`config.mk`:
```
export PLATFORM = sky130hd
export DESIGN_NAME = ladder_sched
export DESIGN_NICKNAME = d
export VERILOG_FILES = /design/src/rtl/ecc_pkg.sv /design/src/rtl/ladder_bit_cnt.sv /design/src/rtl/ladder_sched.sv
export SDC_FILE = /design/constraint.sdc
export NUM_CORES = 1
export LEC_CHECK = 0
export CORE_MARGIN = 4
export CORE_UTILIZATION = 45
export CTS_CLUSTER_SIZE = 28
export DETAILED_ROUTE_END_ITERATION = 8
export HOLD_SLACK_MARGIN = 0.05
export PLACE_DENSITY = 0.72
export SLEW_MARGIN = 20
export SYNTH_ARGS = -nofsm -noshare
export SYNTH_HDL_FRONTEND = slang
export SYNTH_SLANG_ARGS = --single-unit
export TNS_END_PERCENT = 5
```
`constraint.sdc`:
```
create_clock -name clk -period 9.8 [get_ports clk]
set_input_delay 1.96 -clock clk [delete_from_list [all_inputs] [get_ports clk]]
set_output_delay 1.96 -clock clk [all_outputs]
set_load 0.02 [all_outputs]
```
`src/rtl/ecc_pkg.sv`:
```
// Shared definitions for the scalar-multiplication ladder scheduler:
// default field width, default watchdog limit, FSM state encoding and a
// small width helper for index counters.
package ecc_pkg;

  // Default scalar / field width.
  localparam int ECC_N = 233;

  // Default watchdog limit in cycles per sub-operation.
  localparam int ECC_TIMEOUT = 4095;

  // Scheduler states.
  typedef enum logic [2:0] {
    S_IDLE  = 3'd0,
    S_SCAN  = 3'd1,
    S_TRANS = 3'd2,
    S_STEP  = 3'd3,
    S_CONV  = 3'd4,
    S_DONE  = 3'd5,
    S_ERR   = 3'd6
  } state_t;

  // Bits needed to hold an index in 0..n-1 (at least one bit).
  function automatic int idx_w(input int n);
    return (n > 1) ? $clog2(n) : 1;
  endfunction

endpackage

```
`src/rtl/ladder_bit_cnt.sv`:
```
// Loadable down-counter holding the current scalar bit index.
// Decrement saturates at zero; zero flag is decoded from the register.
module ladder_bit_cnt
  import ecc_pkg::*;
#(
  parameter int W = 8
) (
  input  logic         clk,
  input  logic         rst,
  input  logic         load,
  input  logic [W-1:0] load_val,
  input  logic         dec,
  output logic [W-1:0] cnt,
  output logic         zero
);

  logic [W-1:0] cnt_q, cnt_d;

  // Next count: load has priority over decrement; never wraps below zero.
  always_comb begin
    cnt_d = cnt_q;
    if (load) begin
      cnt_d = load_val;
    end else if (dec && (cnt_q != '0)) begin
      cnt_d = cnt_q - 1'b1;
    end
  end

  // Index register, cleared by reset.
  always_ff @(posedge clk or posedge rst) begin
    if (rst) begin
      cnt_q <= '0;
    end else begin
      cnt_q <= cnt_d;
    end
  end

  assign cnt  = cnt_q;
  assign zero = (cnt_q == '0);

endmodule

```
`src/rtl/ladder_sched.sv`:
```
// Montgomery-ladder scheduler: scans the scalar from the top bit for the
// leading one, then sequences translate, one ladder step per remaining bit,
// and the final coordinate conversion, reporting completion, zero scalar or
// abort.
// Optional build macro LADDER_TIMEOUT_EN adds a per-sub-operation watchdog
// that aborts after TIMEOUT cycles in TRANS/STEP/CONV; without it the block
// waits indefinitely for the unit done pulses.
//
// Handshake: in_valid is accepted only in IDLE (single-cycle strobe, k sampled
// with it); *_start are one-cycle pulses on the first cycle of the matching
// state; *_done pulses are honoured only in the matching state, unit_error
// takes priority over any done in the same cycle.
module ladder_sched
  import ecc_pkg::*;
#(
  parameter int N       = ECC_N,
  parameter int TIMEOUT = ECC_TIMEOUT
) (
  input  logic         clk,
  input  logic         rst,
  input  logic         in_valid,
  input  logic [N-1:0] k,
  output logic         trans_start,
  output logic         step_start,
  output logic         conv_start,
  output logic         step_bit,
  input  logic         trans_done,
  input  logic         step_done,
  input  logic         conv_done,
  input  logic         unit_error,
  output logic         busy,
  output logic         out_valid,
  output logic         out_zero,
  output logic         out_error,
  output state_t       state_dbg
);

  localparam int IW = idx_w(N);
  localparam logic [IW-1:0] TOP_IDX = IW'(N - 1);

  state_t       state_q, state_d;
  logic [N-1:0] k_q, k_d;
  logic         kzero_q, kzero_d;
  logic         lead0_q, lead0_d;
  logic         trans_start_q, trans_start_d;
  logic         step_start_q, step_start_d;
  logic         conv_start_q, conv_start_d;

  logic          cnt_load;
  logic          cnt_dec;
  logic [IW-1:0] idx;
  logic          idx_zero;
  logic          cur_bit;
  logic          abort;

  ladder_bit_cnt #(.W(IW)) u_bit_cnt (
    .clk      (clk),
    .rst      (rst),
    .load     (cnt_load),
    .load_val (TOP_IDX),
    .dec      (cnt_dec),
    .cnt      (idx),
    .zero     (idx_zero)
  );

  assign cur_bit = k_q[idx];

`ifdef LADDER_TIMEOUT_EN
  localparam int WW = $clog2(TIMEOUT + 1);

  logic [WW-1:0] wdog_q, wdog_d;
  logic          wdog_active;
  logic          wdog_hit;

  assign wdog_active = (state_q == S_TRANS) || (state_q == S_STEP) ||
                       (state_q == S_CONV);
  // Entry cycle holds 0, so the hit lands TIMEOUT cycles after the start pulse.
  assign wdog_hit    = wdog_active && (wdog_q == WW'(TIMEOUT - 1));
  assign abort       = unit_error || wdog_hit;

  // Watchdog restarts on every sub-operation entry and idles outside them.
  always_comb begin
    wdog_d = '0;
    if (trans_start_d || step_start_d || conv_start_d) begin
      wdog_d = '0;
    end else if (wdog_active) begin
      wdog_d = wdog_q + 1'b1;
    end
  end

  // Watchdog register.
  always_ff @(posedge clk or posedge rst) begin
    if (rst) begin
      wdog_q <= '0;
    end else begin
      wdog_q <= wdog_d;
    end
  end
`else
  assign abort = unit_error;
`endif

  // Next-state, scalar latch, index control and start-pulse generation.
  always_comb begin
    state_d       = state_q;
    k_d           = k_q;
    kzero_d       = kzero_q;
    lead0_d       = lead0_q;
    trans_start_d = 1'b0;
    step_start_d  = 1'b0;
    conv_start_d  = 1'b0;
    cnt_load      = 1'b0;
    cnt_dec       = 1'b0;
    case (state_q)
      S_IDLE: begin
        if (in_valid) begin
          k_d      = k;
          kzero_d  = 1'b0;
          lead0_d  = 1'b0;
          cnt_load = 1'b1;
          state_d  = S_SCAN;
        end
      end
      S_SCAN: begin
        if (cur_bit) begin
          // Leading one found; the index moves on to the first step bit.
          lead0_d       = idx_zero;
          cnt_dec       = !idx_zero;
          trans_start_d = 1'b1;
          state_d       = S_TRANS;
        end else if (idx_zero) begin
          kzero_d = 1'b1;
          state_d = S_DONE;
        end else begin
          cnt_dec = 1'b1;
        end
      end
      S_TRANS: begin
        if (abort) begin
          state_d = S_ERR;
        end else if (trans_done) begin
          if (lead0_q) begin
            conv_start_d = 1'b1;
            state_d      = S_CONV;
          end else begin
            step_start_d = 1'b1;
            state_d      = S_STEP;
          end
        end
      end
      S_STEP: begin
        if (abort) begin
          state_d = S_ERR;
        end else if (step_done) begin
          if (idx_zero) begin
            conv_start_d = 1'b1;
            state_d      = S_CONV;
          end else begin
            cnt_dec      = 1'b1;
            step_start_d = 1'b1;
          end
        end
      end
      S_CONV: begin
        if (abort) begin
          state_d = S_ERR;
        end else if (conv_done) begin
          state_d = S_DONE;
        end
      end
      S_DONE:  state_d = S_IDLE;
      S_ERR:   state_d = S_IDLE;
      default: state_d = S_IDLE;
    endcase
  end

  // State, scalar and start-pulse registers.
  always_ff @(posedge clk or posedge rst) begin
    if (rst) begin
      state_q       <= S_IDLE;
      k_q           <= '0;
      kzero_q       <= 1'b0;
      lead0_q       <= 1'b0;
      trans_start_q <= 1'b0;
      step_start_q  <= 1'b0;
      conv_start_q  <= 1'b0;
    end else begin
      state_q       <= state_d;
      k_q           <= k_d;
      kzero_q       <= kzero_d;
      lead0_q       <= lead0_d;
      trans_start_q <= trans_start_d;
      step_start_q  <= step_start_d;
      conv_start_q  <= conv_start_d;
    end
  end

  assign trans_start = trans_start_q;
  assign step_start  = step_start_q;
  assign conv_start  = conv_start_q;
  assign step_bit    = (state_q == S_STEP) && cur_bit;
  assign busy        = (state_q != S_IDLE);
  assign out_valid   = (state_q == S_DONE);
  assign out_zero    = (state_q == S_DONE) && kzero_q;
  assign out_error   = (state_q == S_ERR);
  assign state_dbg   = state_q;

endmodule

```
==> reports/metrics.cfg, run 1 <==
[worst_setup_path]
reg2reg_to = state_dbg[2]$_DFFE_PP0P_
crit_path_end_kind = output pin
rr_startpoint = u_bit_cnt.cnt[0]$_DFFE_PP0P_
cp-start-kind = register
startpoint = u_bit_cnt.cnt[0]$_DFFE_PP0P_
critical-path-slowest-cell = mux4_1
reg2regPathDepth = 8
crit_path_max_incr_delay_ps = 670
required_ps = 7840
path_class = reg -> out
arrival_ps = 4620
cp_cell_sequence = buf_4 -> mux4_1 -> mux4_2 -> nor4bb_1 -> a41o_1 -> nor4_4 -> nor2_2 -> and3_1 -> clkdlybuf4s50_1
crit_path_end = step_bit
crit_fanout = 48
regToRegSetupSlack_ps = 6060

[power]
clkPwrFrac = 0.231
switching_share = 0.351
leakage_nw = 7.31
power_frac_seq = 0.413
cellPowerDensity_nw_per_um2 = 298
power_mw = 4.54
ir_worst_vdd_v = 0.000350
p_int_mw = 2.95
power_frac_comb = 0.356
p_switching_mw = 1.59

[cts]
cts.sinks = 249
cts_buffers = 26
clock_latency_ps = 520
postCtsSetupBuffers = 0
cts-root-buf = clkbuf_16
tritoncts = built
cts.clk_slew.worst_paths_ps = 60
ctsHoldBuffers = 0
clockBufferDepth = 3
htree_levels = 1
cts-resized-gates = 0

[synth]
yosysTopAreaCell = dfrtp_1
syn_inst = 1260
yosysSeqAreaShare = 0.535
ys_seq_elements = 249
syn_area_per_cell_um2 = 9.25
synth_warnings = 0
synth_xor_xnor_area_share = 0.00526
yosysTopAreaCellShare = 0.535
ys_top_cells_by_count = nand2_1, dfrtp_1, clkbuf_1
ys_types = 56
synth_edf_count = 0
syn_nets = 1501
ys.flop_type = dfrtp_1
synth_area_um2 = 11700
synthTopCellsByArea = dfrtp_1, nand2_1, mux4_2
synth_compound_area_frac = 0.0336
synth_fa_ha_area_frac = 0.00107
async_reset_ff_frac = 1.00
synth.most_common_cell = nand2_1
synth_top_family_by_area = simple AND/OR/NAND/NOR gates
synthMuxAreaShare = 0.127
synth_simple_gate_area_frac = 0.265

[global_route]
grt_use_total = 0.218
grt_pass1_wl_mm = 50.5
grt_max_degree = 238
grt_pass1_vias = 9747
grt_antenna_before_repair = 0
overflow = 0

[hold_path]
hold_class = reg -> reg

[sta]
setup_violations = 0
tightest_slew_ps = 1020
hold_violations = 0
drv_slew = 0
slew_headroom = 0.322
skew_ps = 9.20
timing.fmax_mhz = 152
min_period_ps = 6580
fin_crit_sh = 0.672
fin_hold_ws_ps = 469
rsz0062_at_grt = no
finalSetupTns_ps = 0
setup_ws_ps = 3220

[placed_design]
place.gp.congestion = 0.837
dp_hpwl_mm = 21.3
port_buffers = 250
pre_cts_ws_ps = 3710
dpl.cell_count = 1768
placed_area_um2 = 14300

[cells_and_area]
utilization = 0.602
seqCellArea_um2 = 6240
synthToLayoutAreaGrowth_pct = 30.8
post-route-cell-area_um2 = 15200
multi_input_area_um2 = 5050
fin_cells = 1815
drive_gt1_frac = 0.0774
fill_cells = 2147
nets = 1707
antenna_cells = 0

[drt]
first_iter_violations = 784
num_vias = 9346
dr.pass1.iters = 5
drc = 0
drt-total-wl_mm = 31.2
wl_per_cell_um = 17.2
avgViaCountPerCell = 5.15
postRouteAntennaNets = 0

[outcome]
status = completed

[run]
cap_violations = 0

[floorplan]
start_util = 0.460
die_x_um = 169
fp.dieArea_um2 = 28500
rows = 58
pin_count = 251
die_y_um = 169
coreArea_um2 = 25300

## area by class of cell
| cell class | instances | share of cell area |
|---|---|---|
| Clock buffer | 38 | 0.0503 |
| Clock inverter | 9 | 0.00977 |
| Inverter | 12 | 0.00345 |
| Multi-Input combinational cell | 920 | 0.331 |
| Sequential cell | 249 | 0.409 |
| Tap cell | 330 | 0.0271 |
| Timing Repair Buffer | 257 | 0.168 |
## critical path: cells and delay by family, from the launching register on
| family | cells | cell delay, ps |
|---|---|---|
| AO/OA/AOI/OAI | 1 | 270 |
| buffers and inverters | 2 | 1190 |
| flip-flops | 1 | 520 |
| multiplexers | 2 | 1130 |
| AND/OR/NAND/NOR | 4 | 900 |
## power groups by stage
stage	registers [mW]	clock network [mW]	logic, mW
3_3_place_gp	1.87	0	1.57
3_5_place_dp	1.89	0	1.63
5_1_grt	1.94	1.11	1.83
4_1_cts	1.88	1.06	1.65
2_1_floorplan	1.69	0	1.33
6_report	1.88	1.05	1.62
## placed cells by master (no fill, tap or decap), types with 3 or more instances in the layout
cell	instances
clkdlybuf4s50_1	250
mux4_2	53
nor2_1	23
clkbuf_16	27
nor2b_1	6
nor3b_1	6
a22oi_1	6
xnor2_1	4
mux4_1	6
bufinv_16	4
a21oi_1	8
xor2_1	3
dfrtp_1	246
nand4_1	4
clkbuf_1	6
buf_4	6
a211oi_1	3
o211ai_1	5
inv_1	10
a31oi_1	4
mux2i_1	11
o21ai_0	9
nand2_1	716
clkbuf_8	5
nand3_1	8
clkinv_2	4
## registers in the layout, summed over array words and instances, names as in the netlist
| register | cells |
|---|---|
| k_q | 233 |
| u_bit_cnt.cnt | 8 |
| state_dbg | 3 |
| conv_start | 1 |
| kzero_q | 1 |
| lead0_q | 1 |
| step_start | 1 |
| trans_start | 1 |
## logic make-up (layout without fill, tap and decap cells)
logic type / count (synthesis) / in the layout
multiplexers: 72 / 72
AO/OA/AOI/OAI: 55 / 55
XOR/XNOR: 7 / 7
AND/OR/NAND/NOR: 785 / 785
flip-flops: 249 / 249
buffers and inverters: 91 / 316
adder cells (fa/ha/maj): 1 / 1
## per-layer routing
| metal | up-vias | wire length, µm | share of wire | GRT usage |
|---|---|---|---|---|
| met5 | - | 0 | 0 | 0 |
| met4 | 0 | 827 | 0.027 | 0.0543 |
| met3 | 53 | 2230 | 0.072 | 0.0455 |
| met2 | 328 | 14900 | 0.48 | 0.358 |
| met1 | 4475 | 13200 | 0.42 | 0.301 |
| li1 | 4490 | - | - | - |
## worst min path at each step
| stage | startpoint | to | cells past startpoint |
|---|---|---|---|
| finish | k_q[160]$_DFFE_PP0P_ | k_q[160]$_DFFE_PP0P_ | 2 |
| global route | k_q[125]$_DFFE_PP0P_ | k_q[125]$_DFFE_PP0P_ | 2 |
| CTS | k_q[70]$_DFFE_PP0P_ | k_q[70]$_DFFE_PP0P_ | 2 |
| detailed placement | k_q[70]$_DFFE_PP0P_ | k_q[70]$_DFFE_PP0P_ | 2 |
| global placement | k_q[163]$_DFFE_PP0P_ | k_q[163]$_DFFE_PP0P_ | 2 |
| floorplan | k_q[133]$_DFFE_PP0P_ | k_q[133]$_DFFE_PP0P_ | 2 |
No activity file was read; power rests on OpenSTA's default activity.
==> run 2: changes to the inputs <==
Clock period 9.8 ns to 6.89 ns, I/O delays scaled along.
==> run 2 against run 1 <==
Hold slack better by 1.4 ps. Wire length up 1.0%. Global-route usage up 0.080 points. Sequential share of layout area up 0.054 points. Critical endpoint unchanged. Highest routed layer unchanged.
==> reports/metrics.cfg, run 2 (synthesis gave the netlist of run 1 again) <==
[hold_path]
hp-start = k_q[135]$_DFFE_PP0P_
hold_depth = 2
hold_class = reg -> reg
min_to = k_q[135]$_DFFE_PP0P_

[drt]
drt-total-wl_mm = 31.5
avgViaCountPerCell = 5.14
first_iter_violations = 763
num_vias = 9331
dr.pass1.iters = 5
wl_per_cell_um = 17.4
drc = 0
postRouteAntennaNets = 0

[sta]
finalSetupTns_ps = 0
slew_headroom = 0.365
min_period_ps = 5650
setup_violations = 0
hold_violations = 0
rsz0062_at_grt = no
fin_hold_ws_ps = 470
skew_ps = 25.9
fin_crit_sh = 0.819
tightest_slew_ps = 952
timing.fmax_mhz = 177
drv_slew = 0

[cells_and_area]
synthToLayoutAreaGrowth_pct = 30.6
largest-register = k_q
fill_cells = 2164
fin_cells = 1814
drive_gt1_frac = 0.0795
multi_input_area_um2 = 5050
final_common_cell = nand2_1
largest_reg_flops = 233
most-common-layout-cells = nand2_1, clkdlybuf4s50_1, dfrtp_1
nets = 1705
antenna_cells = 0
seqCellArea_um2 = 6240

[cts]
postCtsSetupBuffers = 0
cts-root-buf = clkbuf_16
htree_levels = 1
cts-resized-gates = 0
tritoncts = built
clock_latency_ps = 550
ctsHoldBuffers = 0
cts.clk_slew.worst_paths_ps = 60
cts.sinks = 249
cts_buffers = 26
clockBufferDepth = 3

[global_route]
grt_max_degree = 238
grt_use_total = 0.219
overflow = 0
grt_pass1_vias = 9442
grt_antenna_before_repair = 0
grt_pass1_wl_mm = 50.1

[power]
ir_worst_vdd_v = 0.000441
power_frac_comb = 0.351
cellPowerDensity_nw_per_um2 = 422
clkPwrFrac = 0.225
leakage_nw = 7.30
p_int_mw = 4.12
power_frac_seq = 0.425
switching_share = 0.358
p_switching_mw = 2.30

[outcome]
status = completed

[worst_setup_path]
rr_startpoint = u_bit_cnt.cnt[2]$_DFFE_PP0P_
regToRegSetupSlack_ps = 3500
reg2regPathDepth = 6
path_class = reg -> out
startpoint = u_bit_cnt.cnt[0]$_DFFE_PP0P_
crit_fanout = 30
arrival_ps = 4270
crit_path_end_kind = output pin
required_ps = 5510
reg2reg_to = state_dbg[1]$_DFFE_PP0P_
cp-start-kind = register

[placed_design]
port_buffers = 250
place.gp.congestion = 0.834
dp_hpwl_mm = 21.6
dpl.cell_count = 1766

[run]
cap_violations = 0

[floorplan]
die_y_um = 169
start_util = 0.460
die_x_um = 169
pin_count = 251
coreArea_um2 = 25300
rows = 58
fp.dieArea_um2 = 28500

## run 2: changes by cell type in the layout (fill, tap and decap cells not counted), sizes merged
cell      before  now
clkinv         6   10
clkinvlp       0    2
clkbuf        38   35
bufinv         4    2
buf            7    5
## run 2: how the worst max path moves through the flow
| stage | end | slack (ps) |
|---|---|---|
| after floorplan | conv_start$_DFF_PP0_ | 2240 |
| after global placement | step_bit | 1830 |
| after detailed placement | step_bit | 1790 |
| after CTS | step_bit | 1190 |
| after global routing | step_bit | 990 |
| final | step_bit | 1240 |
## run 2: area by class of cell
cell class,instances,share of cell area
inverters,12,0.00321
flip-flops and latches,249,0.410
well taps,330,0.0271
multi-input cells,920,0.332
clock inverters,13,0.00888
repair buffers,255,0.169
clock buffers,35,0.0496
## run 2: power groups by stage
stage | registers (mW) | logic [mW] | clock network [mW]
after global routing | 2.82 | 2.55 | 1.52
after floorplan | 2.41 | 1.89 | 0
after detailed placement | 2.73 | 2.27 | 0
after global placement | 2.73 | 2.18 | 0
after CTS | 2.73 | 2.28 | 1.46
final | 2.73 | 2.25 | 1.44
## run 2: critical path, stage by stage (launching register included)
cell	delay, ps
dfrtp_4	770
buf_4	490
mux4_2	570
a21oi_1	150
o21ai_0	90
a41o_1	310
nor4_4	440
nor2_2	110
and3_1	220
clkdlybuf4s50_1	540
## run 2: metal layers
layer	share of wire	GRT usage
met5	0	0
met4	0.021	0.0476
met3	0.067	0.0432
met2	0.48	0.363
met1	0.43	0.303
## run 2: through the flow
step                       util  power (mW)  area (µm²)  setup slack [ps]
after floorplan               -        4.30       11700              2240
after global placement    0.566        4.91       14300              1830
after detailed placement  0.566        5.00       14300              1790
after CTS                 0.601        6.47       15200              1190
after global routing      0.601        6.90       15200               992
final                     0.601        6.42       15200              1240
